--- config.mk ---
export PLATFORM = sky130hd
export DESIGN_NAME = irq_priority_ctrl
export DESIGN_NICKNAME = d
export VERILOG_FILES = /design/src/rtl/irq_priority_ctrl_pkg.sv /design/src/rtl/irq_priority_ctrl_enc.sv /design/src/rtl/irq_priority_ctrl.sv
export SDC_FILE = /design/constraint.sdc
export NUM_CORES = 1
export LEC_CHECK = 0
export BUFFER_PORTS_ARGS = -buffer_cell sky130_fd_sc_hd__clkbuf_2
export CAP_MARGIN = 25
export CORE_MARGIN = 1.5
export CORE_UTILIZATION = 40
export DETAILED_ROUTE_END_ITERATION = 8
export PLACE_DENSITY_LB_ADDON = 0.08
export SKIP_LAST_GASP = 1
export SLEW_MARGIN = 0
export SYNTH_ARGS = -nofsm -noshare
export SYNTH_HDL_FRONTEND = slang
export SYNTH_SLANG_ARGS = --single-unit
--- constraint.sdc ---
create_clock -name clk -period 1.6 [get_ports clk]
set_input_delay 0.24 -clock clk [delete_from_list [all_inputs] [get_ports clk]]
set_output_delay 0.24 -clock clk [all_outputs]
set_load 0.02 [all_outputs]
--- src/rtl/irq_priority_ctrl_pkg.sv ---
// Shared constants and lowest-set-bit encoder for the interrupt controller.
// Also used by the CPU cause-register logic.
package irq_priority_ctrl_pkg;

    localparam int IRQ_NUM  = 3;
    localparam int IRQ_ID_W = 4;
    localparam int ENC_MAX  = 16;

`ifdef IRQ_SYNC_EN
    localparam bit IRQ_SYNC_DEFAULT = 1'b1;
`else
    localparam bit IRQ_SYNC_DEFAULT = 1'b0;
`endif

    typedef struct packed {
        logic       valid;
        logic [3:0] idx;
    } enc_t;

    function automatic enc_t lowest_set(input logic [ENC_MAX-1:0] vec);
        enc_t r;
        r = '0;
        for (int i = ENC_MAX - 1; i >= 0; i--) begin
            if (vec[i]) begin
                r.valid = 1'b1;
                r.idx   = 4'(i);
            end
        end
        return r;
    endfunction

endpackage

--- src/rtl/irq_priority_ctrl_enc.sv ---
// irq_prio_enc: combinational lowest-index encoder, W up to 16 bits.
module irq_prio_enc
    import irq_priority_ctrl_pkg::*;
#(
    parameter int W  = 3,
    parameter int IW = 4
) (
    input  logic [W-1:0]  vec,
    output logic          valid,
    output logic [IW-1:0] idx
);

    enc_t r;

    always_comb begin
        r = lowest_set(ENC_MAX'(vec));
    end

    assign valid = r.valid;
    assign idx   = IW'(r.idx);

endmodule

--- src/rtl/irq_priority_ctrl.sv ---
// Edge-captured, maskable, fixed-priority nesting interrupt controller.
// IRQ_SYNC_EN adds a 2-flop input synchroniser ahead of edge detection.
module irq_priority_ctrl
    import irq_priority_ctrl_pkg::*;
#(
    parameter int NUM_IRQ = IRQ_NUM,
    parameter int ID_W    = IRQ_ID_W
) (
    input  logic               clk,
    input  logic               rst,
    input  logic [NUM_IRQ-1:0] irq_in,
    input  logic               mask_we,
    input  logic [NUM_IRQ-1:0] mask_wdata,
    output logic               irq_req,
    output logic [ID_W-1:0]    irq_id,
    input  logic               irq_ack,
    input  logic               irq_eoi,
    output logic [NUM_IRQ-1:0] pending,
    output logic [NUM_IRQ-1:0] in_service,
    output logic [NUM_IRQ-1:0] mask
);

    logic [NUM_IRQ-1:0] irq_src;
    logic [NUM_IRQ-1:0] irq_prev;
    logic [NUM_IRQ-1:0] rise;
    logic [NUM_IRQ-1:0] eligible;
    logic [NUM_IRQ-1:0] ack_clr;
    logic [NUM_IRQ-1:0] eoi_clr;
    logic               best_v;
    logic               cur_v;
    logic [ID_W-1:0]    best;
    logic [ID_W-1:0]    cur;
    logic               ack_fire;
    logic               req_cond;

`ifdef IRQ_SYNC_EN
    logic [NUM_IRQ-1:0] sync_q1;
    logic [NUM_IRQ-1:0] sync_q2;

    always_ff @(posedge clk) begin
        if (rst) begin
            sync_q1 <= '0;
            sync_q2 <= '0;
        end else begin
            sync_q1 <= irq_in;
            sync_q2 <= sync_q1;
        end
    end

    assign irq_src = sync_q2;
`else
    assign irq_src = irq_in;
`endif

    assign rise     = irq_src & ~irq_prev;
    assign eligible = pending & mask;

    irq_prio_enc #(.W(NUM_IRQ), .IW(ID_W)) u_enc_best (
        .vec   (eligible),
        .valid (best_v),
        .idx   (best)
    );

    irq_prio_enc #(.W(NUM_IRQ), .IW(ID_W)) u_enc_cur (
        .vec   (in_service),
        .valid (cur_v),
        .idx   (cur)
    );

    // Preempt only when strictly higher priority than the active handler
    assign req_cond = best_v && (!cur_v || best < cur);
    assign ack_fire = irq_ack && irq_req;
    assign ack_clr  = ack_fire ? (NUM_IRQ'(1) << irq_id) : '0;
    assign eoi_clr  = (irq_eoi && cur_v) ? (NUM_IRQ'(1) << cur) : '0;

    always_ff @(posedge clk) begin
        if (rst) begin
            irq_prev   <= '0;
            pending    <= '0;
            in_service <= '0;
            mask       <= '1;
            irq_req    <= 1'b0;
            irq_id     <= '0;
        end else begin
            irq_prev   <= irq_src;
            pending    <= (pending & ~ack_clr) | rise;
            in_service <= (in_service & ~eoi_clr) | ack_clr;
            if (mask_we) begin
                mask <= mask_wdata;
            end
            irq_req <= req_cond && !ack_fire;
            if (req_cond) begin
                irq_id <= best;
            end
        end
    end

endmodule
## After elaboration in Yosys (flattened, before gate mapping)

Index checks and enable logic that the tools add are counted.

| storage, ports and cells | value |
|---|---|
| memory bits (read-only) | 0 |
| bits of input ports | 11 |
| output and inout port bits | 14 |
| logic and storage cells | 33 |
| memories kept | 0 |
| bits in writable memories | 0 |
| flip-flop bits (word level) | 17 |
| latch bits | 0 |

| operators by class | value |
|---|---|
| reduce and logical (&&, ||, !) cells | 7 |
| div/mod/pow operators | 0 |
| multiply operators | 0 |
| shift operators | 2 |
| add/sub/neg operators | 0 |
| bitwise logic cells | 9 |
| $lt $le $gt $ge | 1 |
| mux-type cells | 8 |
| equal/unequal tests | 0 |

Operators by type and width:

| kind | number |
|---|---|
| $mux W5 | 6 |
| $and A3 B3 Y3 | 4 |
| $not A3 Y3 | 3 |
| $shl A1 B4 Y3 const A | 2 |
| $mux W3 | 2 |
| $or A3 B3 Y3 | 2 |
| $logic_and A1 B1 Y1 | 4 |
| $lt A4 B4 Y1 | 1 |
| $logic_not A1 Y1 | 2 |
| $logic_or A1 B1 Y1 | 1 |

## Longest topological paths before layout

Gate-level depths: netlist of the first run.

| logic depth | value |
|---|---|
| word-level depth | 8 |
| depth in mapped cells | 8 |
| mapped depth without buffers | 8 |

## Cells and area by module

From an unflattened synthesis of the first run, not the netlist that was laid out.

| second synthesis, totals | value |
|---|---|
| cells, all modules | 93 |
| area total of the unflattened synthesis | 839.6 um^2 |

By module, submodules not included:

| module | cells an instance | area each (um^2) | times used | seq. area each (um^2) |
|---|---|---|---|---|
| irq_priority_ctrl | 81 | 762.0 | 1 | 340.3 |
| irq_prio_enc | 6 | 38.8 | 2 | 0.0 |

## Least setup slack after synthesis of the first run

Ideal clock, no wire load.

| path | value |
|---|---|
| path type | register -> register |
| start point | reg pending[1] |
| end point | reg irq_id[1] |
| library setup time | 0.086 ns |
| path buffers | 0 |
| stages on the path, launching flop included | 9 |
| arrival time | 1.566 ns |
| data required time | 1.514 ns |
| slack | -0.052 ns |
| clock period less this slack | 1.652 ns |
| path through | dfxtp_1 > nand2_1 > nand2_1 > nor2_1 > ha_1 > o32ai_2 > inv_2 > a21o_1 > a221oi_2 |

| on the way | value |
|---|---|
| word-level cells in the longest chain between the ends | 6 |

RTL lines:

| what | line | text |
|---|---|---|
| start: declaration | irq_priority_ctrl.sv:18 | `output logic [NUM_IRQ-1:0] pending,` |
| start signal: assignment | irq_priority_ctrl.sv:86 | `pending <= (pending & ~ack_clr) \| rise;` |
| $and A3 B3 Y3 * | irq_priority_ctrl.sv:56 | `assign eligible = pending & mask;` |
| $mux W5 * (2 in series) | irq_priority_ctrl_pkg.sv:24 | `if (vec[i]) begin` |
| via best[1] | irq_priority_ctrl.sv:31 | `logic [ID_W-1:0] best;` |
| $lt A4 B4 Y1 | irq_priority_ctrl.sv:71 | `assign req_cond = best_v && (!cur_v \|\| best < cur);` |
| $logic_or A1 B1 Y1 | irq_priority_ctrl.sv:71 |  |
| $logic_and A1 B1 Y1 | irq_priority_ctrl.sv:71 |  |
| end signal: assignment | irq_priority_ctrl.sv:93 | `irq_id <= best;` |
| end: declaration | irq_priority_ctrl.sv:15 | `output logic [ID_W-1:0] irq_id,` |

Mark *: on every way through the listed nets, which the timed path passes. The rest lies on a longest branch.
A chain may end at the register's enable or synchronous reset.

## Worst setup path after layout of the first run

Same ends and word-level chain as after synthesis.

==> impl_metrics.py, run 1 <==
metrics = {
    "clock_network": {
        "holdBufCountCts": 0,
        "cts_tree": "done",
        "cts_made_buffers": 3,
        "clockBufferDepth": 2,
        "clock-sinks": 15,
        "clk-insertion-delay-late_ns": 0.27,
        "htree_levels": 1,
        "path_clk_slew_ns": 0.08,
        "cts_root_buf": "clkbuf_4",
    },
    "floorplanning": {
        "core_mm2": 0.00151,
        "die_x_um": 42.9,
        "num_io_pins": 25,
        "die_area_mm2": 0.00184,
        "initial_core_util_pct": 42.4,
        "rows": 14,
        "die_y_um": 42.9,
    },
    "logic_synthesis": {
        "yosysTopAreaCellShare_pct": 47.1,
        "seq_area_frac_synth_pct": 47.1,
        "syn-cell-area_um2": 638,
        "yosysWarnings": 0,
        "synth-seq-cells": 15,
        "ys_top_cells_by_area": "dfxtp_1, nor2b_1, nand2_1, a21oi_1, a211o_1",
        "yosysUniqueCellTypes": 25,
        "synth_top_cell_by_area": "dfxtp_1",
        "postSynthAreaPerCell_um2": 8.99,
        "syn_inst": 71,
    },
    "sta": {
        "skew_ns": 0.00192,
        "rsz0062_at_grt": "false",
        "hold_viol_final": 0,
        "fmax_mhz": 675,
        "drv_slew": 0,
        "fin_crit_sh_pct": 92.6,
        "holdWs_ns": 0.171,
        "setup_ws_ns": 0.119,
        "setup_viol": 0,
        "setup_tns_ns": 0,
        "period_minus_slack_ns": 1.48,
    },
    "detailed_routing": {
        "vias_per_cell": 4.94,
        "num_vias": 573,
        "drtIter0Drc": 5,
        "wirelength_mm": 1.29,
        "drt-wirelength-per-cell_um": 11.1,
        "antenna_left": 0,
        "drc": 0,
        "firstDrtPassIters": 4,
    },
    "final_layout": {
        "fin_nets": 113,
        "stdcell_count": 116,
        "nFillCells": 150,
        "drive_gt1_share_pct": 43.0,
        "antenna_cells": 0,
        "areaGrowthSynthToFinish_pct": 30.8,
    },
    "power": {
        "peakVddDrop_mv": 0.556,
        "p_leak_nw": 0.380,
        "power_density_mw_per_mm2": 931,
    },
    "hold_path": {
        "min_delay_path_depth": 2,
        "worstHoldStart": "mask_wdata[2]",
        "holdPathEnd": "mask[2]",
        "min-delay-path-class": "primary input to flip-flop",
    },
    "worst_setup_path": {
        "crit_arrival_ns": 1.67,
        "crit_chain": "nand2_1, nand2_2, nor2_2, ha_1, o32ai_2, inv_2, a21o_1, a221oi_2",
        "end_kind": "flip-flop",
        "crit_path_max_fanout": 3,
        "r2r_cells": 8,
        "timing.rr.start": "pending[1]",
        "setup.worst_path.class": "flip-flop to flip-flop",
        "crit_required_ns": 1.79,
        "critPathLaunchType": "flip-flop",
        "r2r_end": "irq_id[1]",
        "crit_path_max_incr_delay_ns": 0.35,
        "r2r_setup_slack_ns": 0.12,
        "slowest_stage": "dfxtp_2",
    },
    "run": {
        "maxCapViolCount": 0,
    },
    "global_route": {
        "antenna_found_initial": 0,
        "grtUsageTotal_pct": 15.8,
        "grt_pass1_vias": 523,
        "overflow": 0,
        "grt_pass1_wl_mm": 2.15,
        "grt_max_degree": 17,
    },
    "placement": {
        "io_buffers": 22,
        "hpwlAfterDp_mm": 1.03,
        "gp_congestion": 0.738,
        "dp.cells": 110,
        "place_ws_ns": 0.0640,
    },
    "run_status": {
        "outcome": "complete, no violations",
    },
}
-- cell families (layout without fill, tap and decap cells) --
| group | count (synthesis) | after routing | share of synthesized area [%] |
|---|---|---|---|
| simple gates | 32 | 32 | 25.3 |
| compound gates | 16 | 16 | 20.4 |
| flops | 15 | 15 | 47.1 |
| buf+inv | 6 | 34 | 4.70 |
| fa+ha+maj | 1 | 1 | 1.96 |
| other cells | 1 | 2 | 0.588 |
-- layout make-up --
| type | instances | area [µm²] | share of cell area (%) |
|---|---|---|---|
| clock buffers | 4 | 26.3 | 3.15 |
| flip-flops and latches | 15 | 305 | 36.6 |
| repair buffers | 27 | 148 | 17.7 |
| well taps | 16 | 20.0 | 2.40 |
| inverters | 3 | 11.3 | 1.35 |
| multi-input cells | 51 | 324 | 38.8 |
-- routing by layer --
layer	vias up	global-route usage [%]	wire length (µm)
met5	-	0	0
met4	0	10.9	17
li1	298	-	-
met1	258	19.8	632
met2	15	24.5	590
met3	2	2.55	49
-- report_power, final --
part | internal, W | total [W] | switching (W) | leakage (nW)
sequential | 0.000399 | 0.000416 | 0.0000172 | 0.124
clock | 0.0000964 | 0.000205 | 0.000109 | 0.0150
combinational | 0.0000667 | 0.000155 | 0.0000886 | 0.241
total | 0.000562 | 0.000777 | 0.000215 | 0.380
-- stage by stage --
step	cell area [µm²]	utilization [%]	total power, W
floorplan	647	-	0.000519
global placement	781	51.8	0.000568
detailed placement	781	51.8	0.000570
CTS	807	53.6	0.000779
global route	835	55.4	0.000818
finish	835	55.4	0.000777
-- registers in the layout, summed over array words and instances, names as in the netlist --
register	count
pending	3
irq_id	2
irq_req	1
in_service	3
irq_prev	3
mask	3
-- critical path, delay by kind of cell, from the launching register on --
| kind | cells | cell delay, ns |
|---|---|---|
| simple gates | 3 | 0.21 |
| fa+ha+maj | 1 | 0.30 |
| buf+inv | 1 | 0.07 |
| flops | 1 | 0.35 |
| compound gates | 3 | 0.48 |
-- cell usage after synthesis --
| master | count |
|---|---|
| dfxtp_1 | 15 |
| nand2_1 | 10 |
| nor2b_1 | 9 |
| a21oi_1 | 6 |
| nor2_1 | 6 |
| a211o_1 | 3 |
| buf_4 | 2 |
| inv_1 | 2 |
| or3_1 | 2 |
| a21o_1 | 1 |
| a221oi_2 | 1 |
| a32oi_1 | 1 |
| and2_1 | 1 |
| and3b_1 | 1 |
| clkbuf_1 | 1 |
| conb_1 | 1 |
| ha_1 | 1 |
| inv_2 | 1 |
| nand2b_1 | 1 |
| nand4_1 | 1 |
| nor3_1 | 1 |
| o211ai_2 | 1 |
| o21ai_0 | 1 |
| o2bb2ai_1 | 1 |
| o32ai_2 | 1 |
-- worst max path at each step --
| stage | start | endpoint | slack [ns] | cells past startpoint |
|---|---|---|---|---|
| 6_report | pending[1] | irq_id[1] | 0.12 | 8 |
| 5_1_grt | pending[1] | irq_id[1] | 0.01 | 8 |
| 4_1_cts | mask[0] | irq_id[1] | 0.04 | 8 |
| 2_1_floorplan | pending[1] | irq_id[1] | 0.04 | 8 |
| 3_3_place_gp | mask[0] | irq_id[1] | 0.10 | 8 |
| 3_5_place_dp | mask[0] | irq_id[1] | 0.06 | 8 |
-- repair_timing --
action                                 CTS  global route
setup endpoints to repair                0             3
gates resized for setup                  0             5
setup buffers                            0             2
endpoints found under the hold margin    0             0
-- layout by cell type, fill, tap and decap left out --
| cell type | count |
|---|---|
| a211o_1 | 3 |
| a21o_1 | 1 |
| a21oi_1 | 6 |
| a221oi_2 | 1 |
| a32oi_1 | 1 |
| and2_1 | 1 |
| and3b_1 | 1 |
| buf_4 | 5 |
| clkbuf_1 | 1 |
| clkbuf_2 | 22 |
| clkbuf_4 | 3 |
| conb_1 | 2 |
| dfxtp_1 | 11 |
| dfxtp_2 | 4 |
| ha_1 | 1 |
| inv_1 | 2 |
| inv_2 | 1 |
| nand2_1 | 8 |
| nand2_2 | 2 |
| nand2b_1 | 1 |
| nand4_1 | 1 |
| nor2_1 | 3 |
| nor2_2 | 3 |
| nor2b_1 | 9 |
| nor3_1 | 1 |
| o211ai_2 | 1 |
| o21ai_0 | 1 |
| o2bb2ai_1 | 1 |
| o32ai_2 | 1 |
| or3_1 | 2 |
Power figures use the tool's default switching activity.
==> run 2, diff against run 1 <==
- BUFFER_PORTS_ARGS: -buffer_cell sky130_fd_sc_hd__clkbuf_2 -> default
- DONT_BUFFER_PORTS: default -> 1
==> impl_metrics.py, run 2 (same netlist as run 1, synthesis figures left out) <==
metrics = {
    "detailed_routing": {
        "antenna_left": 0,
        "drc": 0,
        "drt-wirelength-per-cell_um": 12.5,
        "wirelength_mm": 1.25,
        "num_vias": 534,
        "firstDrtPassIters": 4,
        "vias_per_cell": 5.34,
        "drtIter0Drc": 1,
    },
    "global_route": {
        "grt_max_degree": 17,
        "overflow": 0,
        "grt_pass1_vias": 496,
        "grtUsageTotal_pct": 14.8,
        "grt_pass1_wl_mm": 2.05,
        "antenna_found_initial": 0,
    },
    "placement": {
        "dp.cells": 95,
        "gp_congestion": 0.700,
        "io_buffers": 0,
        "hpwlAfterDp_um": 941,
        "dpl_cell_area_um2": 723,
        "place_ws_ns": 0.0941,
    },
    "final_layout": {
        "areaGrowthSynthToFinish_pct": 21.0,
        "final_common_cell": "dfxtp_1",
        "fin_nets": 97,
        "final_cell_mix": "dfxtp_1, buf_4, nand2_1, nor2b_1, a21oi_1",
        "antenna_cells": 0,
        "stdcell_count": 100,
        "drive_gt1_share_pct": 28.6,
        "final_area_um2": 772,
    },
    "clock_network": {
        "path_clk_slew_ns": 0.08,
        "clockBufferDepth": 2,
        "cts_made_buffers": 3,
        "htree_levels": 1,
        "post_cts_buffers": 0,
        "cts_tree": "done",
        "clk-insertion-delay-late_ns": 0.27,
        "cts_root_buf": "clkbuf_4",
        "clock-sinks": 15,
    },
    "hold_path": {
        "min_delay_path_depth": 1,
        "min-delay-path-class": "primary input to flip-flop",
    },
    "power": {
        "power_density_mw_per_mm2": 977,
        "p_leak_nw": 0.313,
        "peakVddDrop_mv": 0.498,
    },
    "worst_setup_path": {
        "r2r_cells": 8,
        "crit_arrival_ns": 1.71,
        "critPathLaunchType": "flip-flop",
        "crit_required_ns": 1.79,
        "end_kind": "flip-flop",
        "setup.worst_path.class": "flip-flop to flip-flop",
        "crit_path_max_fanout": 3,
    },
    "run_status": {
        "outcome": "complete, no violations",
    },
    "sta": {
        "hold_viol_final": 0,
        "fmax_mhz": 660,
        "drv_slew": 0,
        "holdWs_ns": 0.0224,
        "skew_ns": 0.000969,
        "setup_viol": 0,
        "setup_ws_ns": 0.0850,
        "fin_crit_sh_pct": 94.7,
        "period_minus_slack_ns": 1.51,
    },
    "floorplanning": {
        "core_mm2": 0.00151,
        "die_area_mm2": 0.00184,
        "rows": 14,
        "num_io_pins": 25,
        "die_x_um": 42.9,
        "initial_core_util_pct": 42.4,
        "die_y_um": 42.9,
    },
    "run": {
        "maxCapViolCount": 0,
    },
}
==> run 2: power by group <==
group	internal, W	switching, W	total (W)
registers	0.000399	0.0000217	0.000420
clock network	0.0000964	0.000110	0.000206
logic	0.0000579	0.0000697	0.000128
==> run 2: what timing repair did <==
action | 4_1_cts | 5_1_grt
setup endpoints to repair | 0 | 3
hold endpoints to repair | 0 | 1
hold buffers | 0 | 1
resized for setup | 0 | 3
==> run 2: final timing paths <==
kind,startpoint,slack [ns],endpoint
hold / removal,rst,0.02,pending[1]
setup reg to reg,pending[0],0.09,irq_id[1]
hold reg to reg,irq_prev[0],0.53,pending[0]
setup / recovery,pending[0],0.09,irq_id[1]
==> run 2: per-layer routing <==
layer	global-route usage, %	wire length [µm]	up-vias
li1	-	-	265
met2	23.9	631	15
met4	9.09	17	0
met3	3.83	76	2
met5	0	0	-
met1	17.4	522	252
==> run 2: cell type report <==
| class | instances | area, µm² |
|---|---|---|
| fill | 152 | 734 |
| tap | 16 | 20.0 |
| multi-input combinational | 51 | 324 |
| sequential | 15 | 305 |
| inverter | 3 | 11.3 |
| clock buffer | 4 | 26.3 |
| timing repair buffer | 11 | 85.1 |
==> run 2: critical path: stages (launching register included) <==
cell      delay [ns]
dfxtp_2         0.34
nand2_1         0.09
nand2_2         0.10
nor2_2          0.04
ha_1            0.29
o32ai_2         0.10
inv_2           0.08
a21o_1          0.19
a221oi_2        0.20
==> run 2: metrics by stage <==
step | utilization (%) | TNS [ns] | total power (W)
5_1_grt | 51.2 | -0.00999 | 0.000796
3_3_place_gp | 48.0 | 0 | 0.000549
6_report | 51.2 | 0 | 0.000754
3_5_place_dp | 48.0 | 0 | 0.000549
4_1_cts | 49.8 | 0 | 0.000757
2_1_floorplan | - | 0 | 0.000519
==> run 3, diff against run 2 <==
- PLACE_DENSITY: default -> 0.55
- PLACE_DENSITY_LB_ADDON: 0.08 -> default
==> impl_metrics.py, run 3 (same netlist as run 1, synthesis figures left out) <==
metrics = {
    "run_status": {
        "outcome": "complete, no violations",
    },
    "global_route": {
        "grt_max_degree": 17,
        "globalRouteMet1Util_pct": 17.9,
        "grt_pass1_wl_mm": 2.06,
        "antenna_found_initial": 0,
        "overflow": 0,
        "grt_use_met2_pct": 23.0,
        "use_met3_pct": 5.53,
        "grtUsageTotal_pct": 15.1,
        "grt_pass1_vias": 485,
        "top_usage_layer": "met2",
    },
    "hold_path": {
        "min-delay-path-class": "primary input to flip-flop",
        "worstHoldStart": "rst",
        "min_delay_path_depth": 1,
        "holdPathEnd": "irq_prev[0]",
    },
    "floorplanning": {
        "die_x_um": 42.9,
        "initial_core_util_pct": 42.4,
        "die_y_um": 42.9,
        "num_io_pins": 25,
        "core_mm2": 0.00151,
        "die_area_mm2": 0.00184,
        "rows": 14,
    },
    "sta": {
        "setup_viol": 0,
        "rsz0062_at_grt": "false",
        "period_minus_slack_ns": 1.54,
        "setup_tns_ns": 0,
        "fin_crit_sh_pct": 96.0,
        "drv_slew": 0,
        "hold_viol_final": 0,
        "skew_ns": 0.00617,
        "fmax_mhz": 651,
    },
    "final_layout": {
        "nFillCells": 165,
        "antenna_cells": 0,
        "final_cell_mix": "dfxtp_1, buf_4, nor2b_1",
        "utilization_pct": 52.2,
        "areaGrowthSynthToFinish_pct": 23.1,
        "stdcell_count": 101,
        "final_common_cell": "dfxtp_1",
        "fin_nets": 98,
        "drive_gt1_share_pct": 30.6,
    },
    "clock_network": {
        "cts_tree": "done",
        "clockBufferDepth": 2,
        "clock-sinks": 15,
        "clk-insertion-delay-late_ns": 0.28,
        "cts_root_buf": "clkbuf_4",
        "htree_levels": 1,
        "path_clk_slew_ns": 0.09,
        "cts_made_buffers": 3,
    },
    "detailed_routing": {
        "antenna_left": 0,
        "drtIter0Drc": 7,
        "wirelength_mm": 1.29,
        "num_vias": 518,
        "vias_per_cell": 5.13,
        "firstDrtPassIters": 3,
        "drc": 0,
        "drt-wirelength-per-cell_um": 12.8,
    },
    "worst_setup_path": {
        "r2r_setup_slack_ns": 0.06,
        "crit_arrival_ns": 1.73,
        "crit_required_ns": 1.80,
        "r2r_end": "irq_id[1]",
        "crit_buf_inv": 1,
        "setup.worst_path.class": "flip-flop to flip-flop",
        "crit_chain": "nand2_1, nand2_2, nor2_1, ha_1, o32ai_2, inv_2, a21o_1, a221oi_2",
        "slowest_stage": "dfxtp_2",
        "end_kind": "flip-flop",
        "path_delay_family": "compound AO/OA/AOI/OAI gates",
        "crit_path_max_fanout": 3,
        "critPathLaunchType": "flip-flop",
        "timing.rr.start": "pending[1]",
        "crit_path_max_incr_delay_ns": 0.33,
        "r2r_cells": 8,
    },
    "power": {
        "pwr-share-clk_pct": 27.8,
        "peakVddDrop_mv": 0.589,
        "total_power_w": 0.000767,
        "power_density_mw_per_mm2": 977,
        "p_sw_share_pct": 28.1,
        "p_leak_nw": 0.322,
        "seq_power_share_pct": 55.0,
        "power.internal_w": 0.000552,
        "p_switching_w": 0.000216,
        "power_frac_comb_pct": 17.2,
    },
    "placement": {
        "hpwlAfterDp_um": 967,
        "dp.cells": 95,
        "gp_congestion": 0.680,
        "io_buffers": 0,
    },
    "run": {
        "maxCapViolCount": 0,
    },
}
==> run 3: worst max-delay path by stage <==
stage                          start   endpoint  slack, ns  cells past startpoint
final                     pending[1]  irq_id[1]       0.06                      8
after global routing      pending[1]  irq_id[1]      0.002                      8
after CTS                    mask[1]    irq_req       0.08                      8
after detailed placement     mask[1]    irq_req       0.11                      8
after global placement    pending[1]    irq_req       0.12                      8
after floorplan           pending[1]  irq_id[1]       0.04                      8
==> run 3: power groups by stage <==
| stage | clock network, W | registers [W] | logic (W) |
|---|---|---|---|
| 6_report | 0.000214 | 0.000422 | 0.000132 |
| 5_1_grt | 0.000237 | 0.000425 | 0.000145 |
| 4_1_cts | 0.000224 | 0.000421 | 0.000123 |
| 3_5_place_dp | 0 | 0.000430 | 0.000120 |
| 3_3_place_gp | 0 | 0.000429 | 0.000118 |
| 2_1_floorplan | 0 | 0.000448 | 0.0000715 |
==> run 3: final cells by class <==
class,count,area (µm²),area share (%)
clock buffer,3,22.5,2.87
clock inverter,1,5.00,0.637
inverter,3,11.3,1.43
multi-input combinational,51,327,41.6
sequential,15,305,38.9
tap,16,20.0,2.55
timing repair buffer,12,95.1,12.1
==> run 3: worst reg2reg max path, delay by kind of cell (launching register included) <==
kind,cells,cell delay [ns]
flops,1,0.33
buf+inv,1,0.08
simple gates,3,0.28
fa+ha+maj,1,0.25
compound gates,3,0.52
==> run 3: layer usage <==
layer  part of all wire (%)  vias up
met5                      0        -
met4                   0.70        0
met3                    6.2        2
met2                     47       15
met1                     46      235
li1                       -      266
==> run 3: what timing repair did <==
action                                  CTS  global route
resized for setup                         0             4
setup buffers                             0             0
hold endpoints to repair                  1             7
endpoints found under the setup margin    0             2
hold buffers                              1             1
==> run 3: metrics by stage <==
stage,hold slack (ns),instance area [µm²],setup slack [ns]
final,0.0209,786,0.0639
after global routing,0.00783,786,0.00196
after CTS,0.00340,761,0.0760
after detailed placement,0.310,723,0.108
after global placement,0.308,723,0.122
after floorplan,0.312,647,0.0424
